[config.mk]
export PLATFORM = sky130hd
export DESIGN_NAME = regfile_scoreboard_flat
export DESIGN_NICKNAME = d
export VERILOG_FILES = /design/src/rtl/regfile_pkg.sv /design/src/rtl/regfile_scoreboard_if.sv /design/src/rtl/regfile_entry.sv /design/src/rtl/regfile_scoreboard.sv /design/src/flat_wrapper.sv
export SDC_FILE = /design/constraint.sdc
export NUM_CORES = 2
export LEC_CHECK = 0
export CORE_MARGIN = 8
export CORE_UTILIZATION = 45
export CTS_BUF_LIST = sky130_fd_sc_hd__clkbuf_4 sky130_fd_sc_hd__clkbuf_8
export DETAILED_ROUTE_END_ITERATION = 10
export HOLD_SLACK_MARGIN = 0.02
export PLACE_DENSITY = 0.68
export SLEW_MARGIN = 40
export SYNTH_ARGS = -nofsm -noshare
export SYNTH_HDL_FRONTEND = slang
export SYNTH_HIERARCHICAL = 1
export SYNTH_SLANG_ARGS = --single-unit
[constraint.sdc]
create_clock -name Clk -period 3.5 [get_ports Clk]
set_input_delay 0.525 -clock Clk [delete_from_list [all_inputs] [get_ports Clk]]
set_output_delay 0.525 -clock Clk [all_outputs]
set_load 0.02 [all_outputs]
[src/rtl/regfile_pkg.sv]
// regfile_pkg: width helpers shared by the register file, its interface and entries
package regfile_pkg;
  function automatic int addr_w(input int depth);
    return $clog2(depth);
  endfunction
  function automatic int cnt_w(input int depth);
    return $clog2(depth + 1);
  endfunction
endpackage

[src/rtl/regfile_scoreboard_if.sv]
// regfile_scoreboard_if: read, write and reserve signals of the register file scoreboard
interface regfile_scoreboard_if import regfile_pkg::*; #(
  parameter int WIDTH      = 32,
  parameter int DEPTH      = 32,
  parameter int READ_PORTS = 2
);
  localparam int ADDR_W = addr_w(DEPTH);
  localparam int CNT_W  = cnt_w(DEPTH);
  logic [READ_PORTS*ADDR_W-1:0] ReadRegister;
  logic [READ_PORTS*WIDTH-1:0]  ReadData;
  logic [READ_PORTS-1:0]        ReadBusy;
  logic                         RegWrite;
  logic [ADDR_W-1:0]            WriteRegister;
  logic [WIDTH-1:0]             WriteData;
  logic [WIDTH/8-1:0]           WriteByteEn;
  logic                         Reserve;
  logic [ADDR_W-1:0]            ReserveRegister;
  logic                         ReserveReady;
  logic [CNT_W-1:0]             PendingCount;
  modport master (
    output ReadRegister, RegWrite, WriteRegister, WriteData, WriteByteEn, Reserve, ReserveRegister,
    input  ReadData, ReadBusy, ReserveReady, PendingCount
  );
  modport slave (
    input  ReadRegister, RegWrite, WriteRegister, WriteData, WriteByteEn, Reserve, ReserveRegister,
    output ReadData, ReadBusy, ReserveReady, PendingCount
  );
endinterface

[src/rtl/regfile_entry.sv]
// regfile_entry: one register with per-byte write enables and async clear
module regfile_entry #(
  parameter int WIDTH = 32
) (
  input  logic               clk,
  input  logic               rst_n,
  input  logic               we_i,
  input  logic [WIDTH/8-1:0] be_i,
  input  logic [WIDTH-1:0]   d_i,
  output logic [WIDTH-1:0]   q_o
);
  logic [WIDTH-1:0] data_q, data_d;
  always_comb begin
    data_d = data_q;
    for (int b = 0; b < WIDTH/8; b++)
      if (we_i && be_i[b]) data_d[b*8 +: 8] = d_i[b*8 +: 8];
  end
  always_ff @(posedge clk or negedge rst_n)
    if (!rst_n) data_q <= '0;
    else        data_q <= data_d;
  assign q_o = data_q;
endmodule

[src/rtl/regfile_scoreboard.sv]
// regfile_scoreboard: multi-port register file with write bypass and busy scoreboard
module regfile_scoreboard import regfile_pkg::*; #(
  parameter int WIDTH      = 32,
  parameter int DEPTH      = 32,
  parameter int READ_PORTS = 2,
  parameter int ZERO_REG   = 1,
  parameter int BYPASS     = 1
) (
  input logic                 Clk,
  input logic                 Reset_n,
  regfile_scoreboard_if.slave rf
);
  localparam int ADDR_W = addr_w(DEPTH);
  localparam int CNT_W  = cnt_w(DEPTH);
  logic [WIDTH-1:0] ent [DEPTH];
  logic [DEPTH-1:0] busy_q, busy_d;
  logic [CNT_W-1:0] pend_q, pend_d;
  logic wr_en, acc, rel;
  assign wr_en           = rf.RegWrite && !(ZERO_REG != 0 && rf.WriteRegister == '0);
  assign rf.ReserveReady = !busy_q[rf.ReserveRegister] && !(ZERO_REG != 0 && rf.ReserveRegister == '0);
  assign acc             = rf.Reserve && rf.ReserveReady;
  assign rel             = wr_en && busy_q[rf.WriteRegister];
  // A reserve of an idle register being written in the same cycle wins: the new producer owns it
  always_comb begin
    busy_d = busy_q;
    if (wr_en) busy_d[rf.WriteRegister] = 1'b0;
    if (acc)   busy_d[rf.ReserveRegister] = 1'b1;
    pend_d = pend_q + CNT_W'(acc) - CNT_W'(rel);
  end
  always_ff @(posedge Clk or negedge Reset_n)
    if (!Reset_n) begin
      busy_q <= '0;
      pend_q <= '0;
    end else begin
      busy_q <= busy_d;
      pend_q <= pend_d;
    end
  assign rf.PendingCount = pend_q;
  for (genvar g = 0; g < DEPTH; g++) begin : g_ent
    if (ZERO_REG != 0 && g == 0) begin : g_zero
      assign ent[g] = '0;
    end else begin : g_reg
      regfile_entry #(.WIDTH(WIDTH)) u_entry (
        .clk   (Clk),
        .rst_n (Reset_n),
        .we_i  (wr_en && rf.WriteRegister == ADDR_W'(g)),
        .be_i  (rf.WriteByteEn),
        .d_i   (rf.WriteData),
        .q_o   (ent[g])
      );
    end
  end
  for (genvar k = 0; k < READ_PORTS; k++) begin : g_rd
    logic [ADDR_W-1:0] ra;
    logic              byp;
    logic [WIDTH-1:0]  fwd;
    assign ra  = rf.ReadRegister[k*ADDR_W +: ADDR_W];
    assign byp = BYPASS != 0 && wr_en && rf.WriteRegister == ra;
    for (genvar b = 0; b < WIDTH/8; b++) begin : g_byte
      assign fwd[b*8 +: 8] = rf.WriteByteEn[b] ? rf.WriteData[b*8 +: 8] : ent[ra][b*8 +: 8];
    end
    assign rf.ReadData[k*WIDTH +: WIDTH] = byp ? fwd : ent[ra];
    assign rf.ReadBusy[k]                = busy_q[ra] && !byp;
  end
endmodule

[src/flat_wrapper.sv]
// flat-port wrapper written by rule: the top's interface ports become plain ports
module regfile_scoreboard_flat import regfile_pkg::*;
#(
  parameter int WIDTH      = 32,
  parameter int DEPTH      = 32,
  parameter int READ_PORTS = 2,
  parameter int ZERO_REG   = 1,
  parameter int BYPASS     = 1
)
  (Clk, Reset_n, rf_ReadRegister, rf_RegWrite, rf_WriteRegister, rf_WriteData, rf_WriteByteEn, rf_Reserve, rf_ReserveRegister, rf_ReadData, rf_ReadBusy, rf_ReserveReady, rf_PendingCount);
  regfile_scoreboard_if #(.WIDTH(WIDTH), .DEPTH(DEPTH), .READ_PORTS(READ_PORTS)) rf_i ();
  input logic Clk;
  input logic Reset_n;
  input wire logic [$bits(rf_i.ReadRegister)-1:0] rf_ReadRegister;
  input wire logic [$bits(rf_i.RegWrite)-1:0] rf_RegWrite;
  input wire logic [$bits(rf_i.WriteRegister)-1:0] rf_WriteRegister;
  input wire logic [$bits(rf_i.WriteData)-1:0] rf_WriteData;
  input wire logic [$bits(rf_i.WriteByteEn)-1:0] rf_WriteByteEn;
  input wire logic [$bits(rf_i.Reserve)-1:0] rf_Reserve;
  input wire logic [$bits(rf_i.ReserveRegister)-1:0] rf_ReserveRegister;
  output wire logic [$bits(rf_i.ReadData)-1:0] rf_ReadData;
  output wire logic [$bits(rf_i.ReadBusy)-1:0] rf_ReadBusy;
  output wire logic [$bits(rf_i.ReserveReady)-1:0] rf_ReserveReady;
  output wire logic [$bits(rf_i.PendingCount)-1:0] rf_PendingCount;
  assign rf_i.ReadRegister = rf_ReadRegister;
  assign rf_i.RegWrite = rf_RegWrite;
  assign rf_i.WriteRegister = rf_WriteRegister;
  assign rf_i.WriteData = rf_WriteData;
  assign rf_i.WriteByteEn = rf_WriteByteEn;
  assign rf_i.Reserve = rf_Reserve;
  assign rf_i.ReserveRegister = rf_ReserveRegister;
  assign rf_ReadData = rf_i.ReadData;
  assign rf_ReadBusy = rf_i.ReadBusy;
  assign rf_ReserveReady = rf_i.ReserveReady;
  assign rf_PendingCount = rf_i.PendingCount;
  regfile_scoreboard #(.WIDTH(WIDTH), .DEPTH(DEPTH), .READ_PORTS(READ_PORTS), .ZERO_REG(ZERO_REG), .BYPASS(BYPASS)) u_core (.Clk(Clk), .Reset_n(Reset_n), .rf(rf_i));
endmodule
==> results.ini <==
[yosys]
synth_seq_cells = 1030
syn_inst = 4128
synthArstFlopShare_pct = 100
synth_area_per_cell_um2 = 13.8
synth_top_area_share_pct = 45.2
syn_nets = 4195
synth-edff-count = 0
synth_flop_cell = dfrtp_1
yosysWarnings = 6
synth-seq-area-share_pct = 45.2
synthTopCellsByArea = dfrtp_1 (45%), mux2_2 (22%), mux4_2 (12%), mux2i_1 (5.6%), a221oi_1 (2.5%)
synth_top_area_cell = dfrtp_1
syn_area_um2 = 57000
synth.distinct_cells = 65

[floorplan]
die_y_um = 372
core_area_um2 = 126000
io-pin-count = 133
dieArea_um2 = 138000
num_rows = 130
start_util_pct = 45.4
fp.dieW_um = 372

[global_routing]
grt_start_max_net_pins = 85
gr-usage-all-layers_pct = 27.9
grt_pass1_vias = 42800
grt_overflow_total = 0
antenna_found_initial = 18
grt_pass1_wl_mm = 289

[cells_and_area]
syn_to_final_growth_pct = 19.6
layout-drive-gt1-share_pct = 53.0
stdcell_area_um2 = 68100
layout_common_cells = mux2_2 (1118), dfrtp_1 (1023), buf_4 (481)
mostFrequentLayoutCell = mux2_2
num-nets-final = 4796

[clock_network]
cts.sinks = 1030
clock_path_buffers = 3
htreeDepth = 4
clkLatencyLatePin_ps = 880
clock-root-buffer = clkbuf_8
path_clk_slew_ps = 50
cts_tree = done
cts_inserted_buffers = 172

[place]
portBuffers = 132
dp_slack_ps = -550
placed_area_um2 = 64000
hpwl_mm = 141
finalWeightedCongestion = 0.963

[setup_path]
startpoint_type = primary input
required_ps = 2970
cp_num_buf_inv = 6
slowest_delay_ps = 330
path_class = primary input to primary output
cp.depth = 11
slowest_stage = mux4_2
cp_top_family = buffers and inverters
path_cells = buf_8, buf_12, buf_4, buf_6, mux4_2, o22ai_1, nor4_2, nor3_2, a21oi_1, buf_4, buf_4
cpMostUsedCell = buf_4
ff2ff_path_depth = 13
end_kind = primary output
cp.arrival_ps = 2920
cp_max_fo = 14

[power_and_ir_drop]
p_leak_nw = 31.2
comb_power_share_pct = 21.9
cell_internal_pwr_w = 0.0237
peakVddDrop_mv = 0.346
p_sw_w = 0.00968
p_clk_share_pct = 33.6
p_per_area_nw_per_um2 = 490
seq_power_share_pct = 44.5
switching_share_pct = 29.0

[routing]
drc = 0
wl_met3_mm = 20.0
drt_iter0_markers = 3918
via_per_inst = 6.47
routed_wl_mm = 196
wire_per_inst_um = 30.1
drt_pass1_iterations = 8
top_layer = met5
wl_met1_mm = 78.4
ant_nets = 0
vias = 42100
wl_met2_mm = 89.7

[flow_run]
drv_cap = 0

[timing]
maxSlewHeadroom_pct = 36.1
slew_viol_final = 0
post-route-period-util_pct = 98.5
clock_skew_ps = 9.99
finalWorstPathRequiredPeriod_ps = 3450
grt_setup_unrepaired = true
finalHoldViolCount = 0
fin_ws_ps = 51.1
worstMarginPinSlew_ps = 954
setup_tns_ps = 0
setup_viol = 0
max_freq_mhz = 290

[run_status]
outcome = completed

[worst_hold_path]
hp-class = primary input to async pin

[logic make-up (layout without fill, tap and decap cells)]
family	count (synthesis)	after routing	share of synthesized area [%]
buffers and inverters	261	982	2.47
AOI/OAI and AO/OA	588	588	7.26
xor gates and xnor gates	15	15	0.231
DFF	1030	1030	45.2
adders and majority gates	7	7	0.167
other	0	8	0
and+or+nand+nor	471	471	4.39
muxes	1756	1756	40.2
[flip-flops by register name, summed over array words and instances, names as in the netlist]
register / flops
u_core/busy_q: 32
u_core/rf.PendingCount: 6
u_core/g_ent.g_reg.u_entry/q_o: 992
[cell type report]
cell class              instances  area (um^2)
fillers                     10500        57400
multi-input cells            2837        30300
flip-flops and latches       1030        25800
repair buffers                672         6360
clock buffers                 271         3410
well taps                    1650         2060
clock inverters                23          160
inverters                      16         60.1
diodes                          8         20.0
[worst paths after layout]
check | from | endpoint | slack, ps
min | Reset_n | u_core/g_ent[19].g_reg.u_entry/q_o[27] | 240
max in group asynchronous | Reset_n | u_core/g_ent[28].g_reg.u_entry/q_o[3] | 2140
max reg2reg | u_core/busy_q[19] | u_core/rf.PendingCount[4] | 270
min in group Clk | rf_WriteByteEn[1] | u_core/g_ent[8].g_reg.u_entry/q_o[8] | 450
min reg2reg | u_core/busy_q[0] | u_core/busy_q[0] | 470
max | rf_ReadRegister[6] | rf_ReadData[40] | 50
[power groups by stage]
| stage | clock network, W | registers (W) | logic, W |
|---|---|---|---|
| 6_report | 0.0112 | 0.0149 | 0.00731 |
| 5_1_grt | 0.0120 | 0.0151 | 0.00775 |
| 4_1_cts | 0.0114 | 0.0148 | 0.00721 |
| 3_5_place_dp | 0 | 0.0150 | 0.00712 |
| 3_3_place_gp | 0 | 0.0149 | 0.00700 |
| 2_1_floorplan | 0 | 0.0146 | 0.00450 |
[through the flow]
stage	hold slack, ps	cells	total power, W	utilization, %
after floorplan	229	4128	0.0191	-
after global placement	454	6197	0.0219	51.0
after detailed placement	445	6197	0.0221	51.0
after CTS	195	6496	0.0334	54.1
after global routing	238	6507	0.0348	54.3
final	242	6507	0.0334	54.3
[cell usage after synthesis, types with 15 or more instances]
cell and count:
a21oi_1 77, and3_1 36, dfrtp_1 1030, buf_2 78, buf_1 15, o31ai_1 30
nor3_1 22, a221oi_1 164, o22ai_1 64, nor2b_1 15, nand2_2 128, o21ai_0 122
nand3_1 15, a221o_1 28, mux4_2 315, nand2b_1 19, mux2i_1 321, a22oi_1 44
clkbuf_1 95, nor2_1 70, mux2_2 1119, buf_6 19, buf_4 32, nand2_1 116
[repair_timing]
item	4_1_cts	5_1_grt
setup endpoints to repair	54	54
endpoints found under the hold margin	54	0
pin swaps	4	3
gates cloned	0	1
gates resized for setup	139	70
hold buffers	1	0
setup buffers	4	2
[layer usage]
layer,track usage [%],up-vias
met5,0,-
met4,11.8,2
met3,8.40,485
met2,43.3,2133
met1,36.5,22000
li1,-,17400
Note: power is estimated with default switching activity, not from simulation.
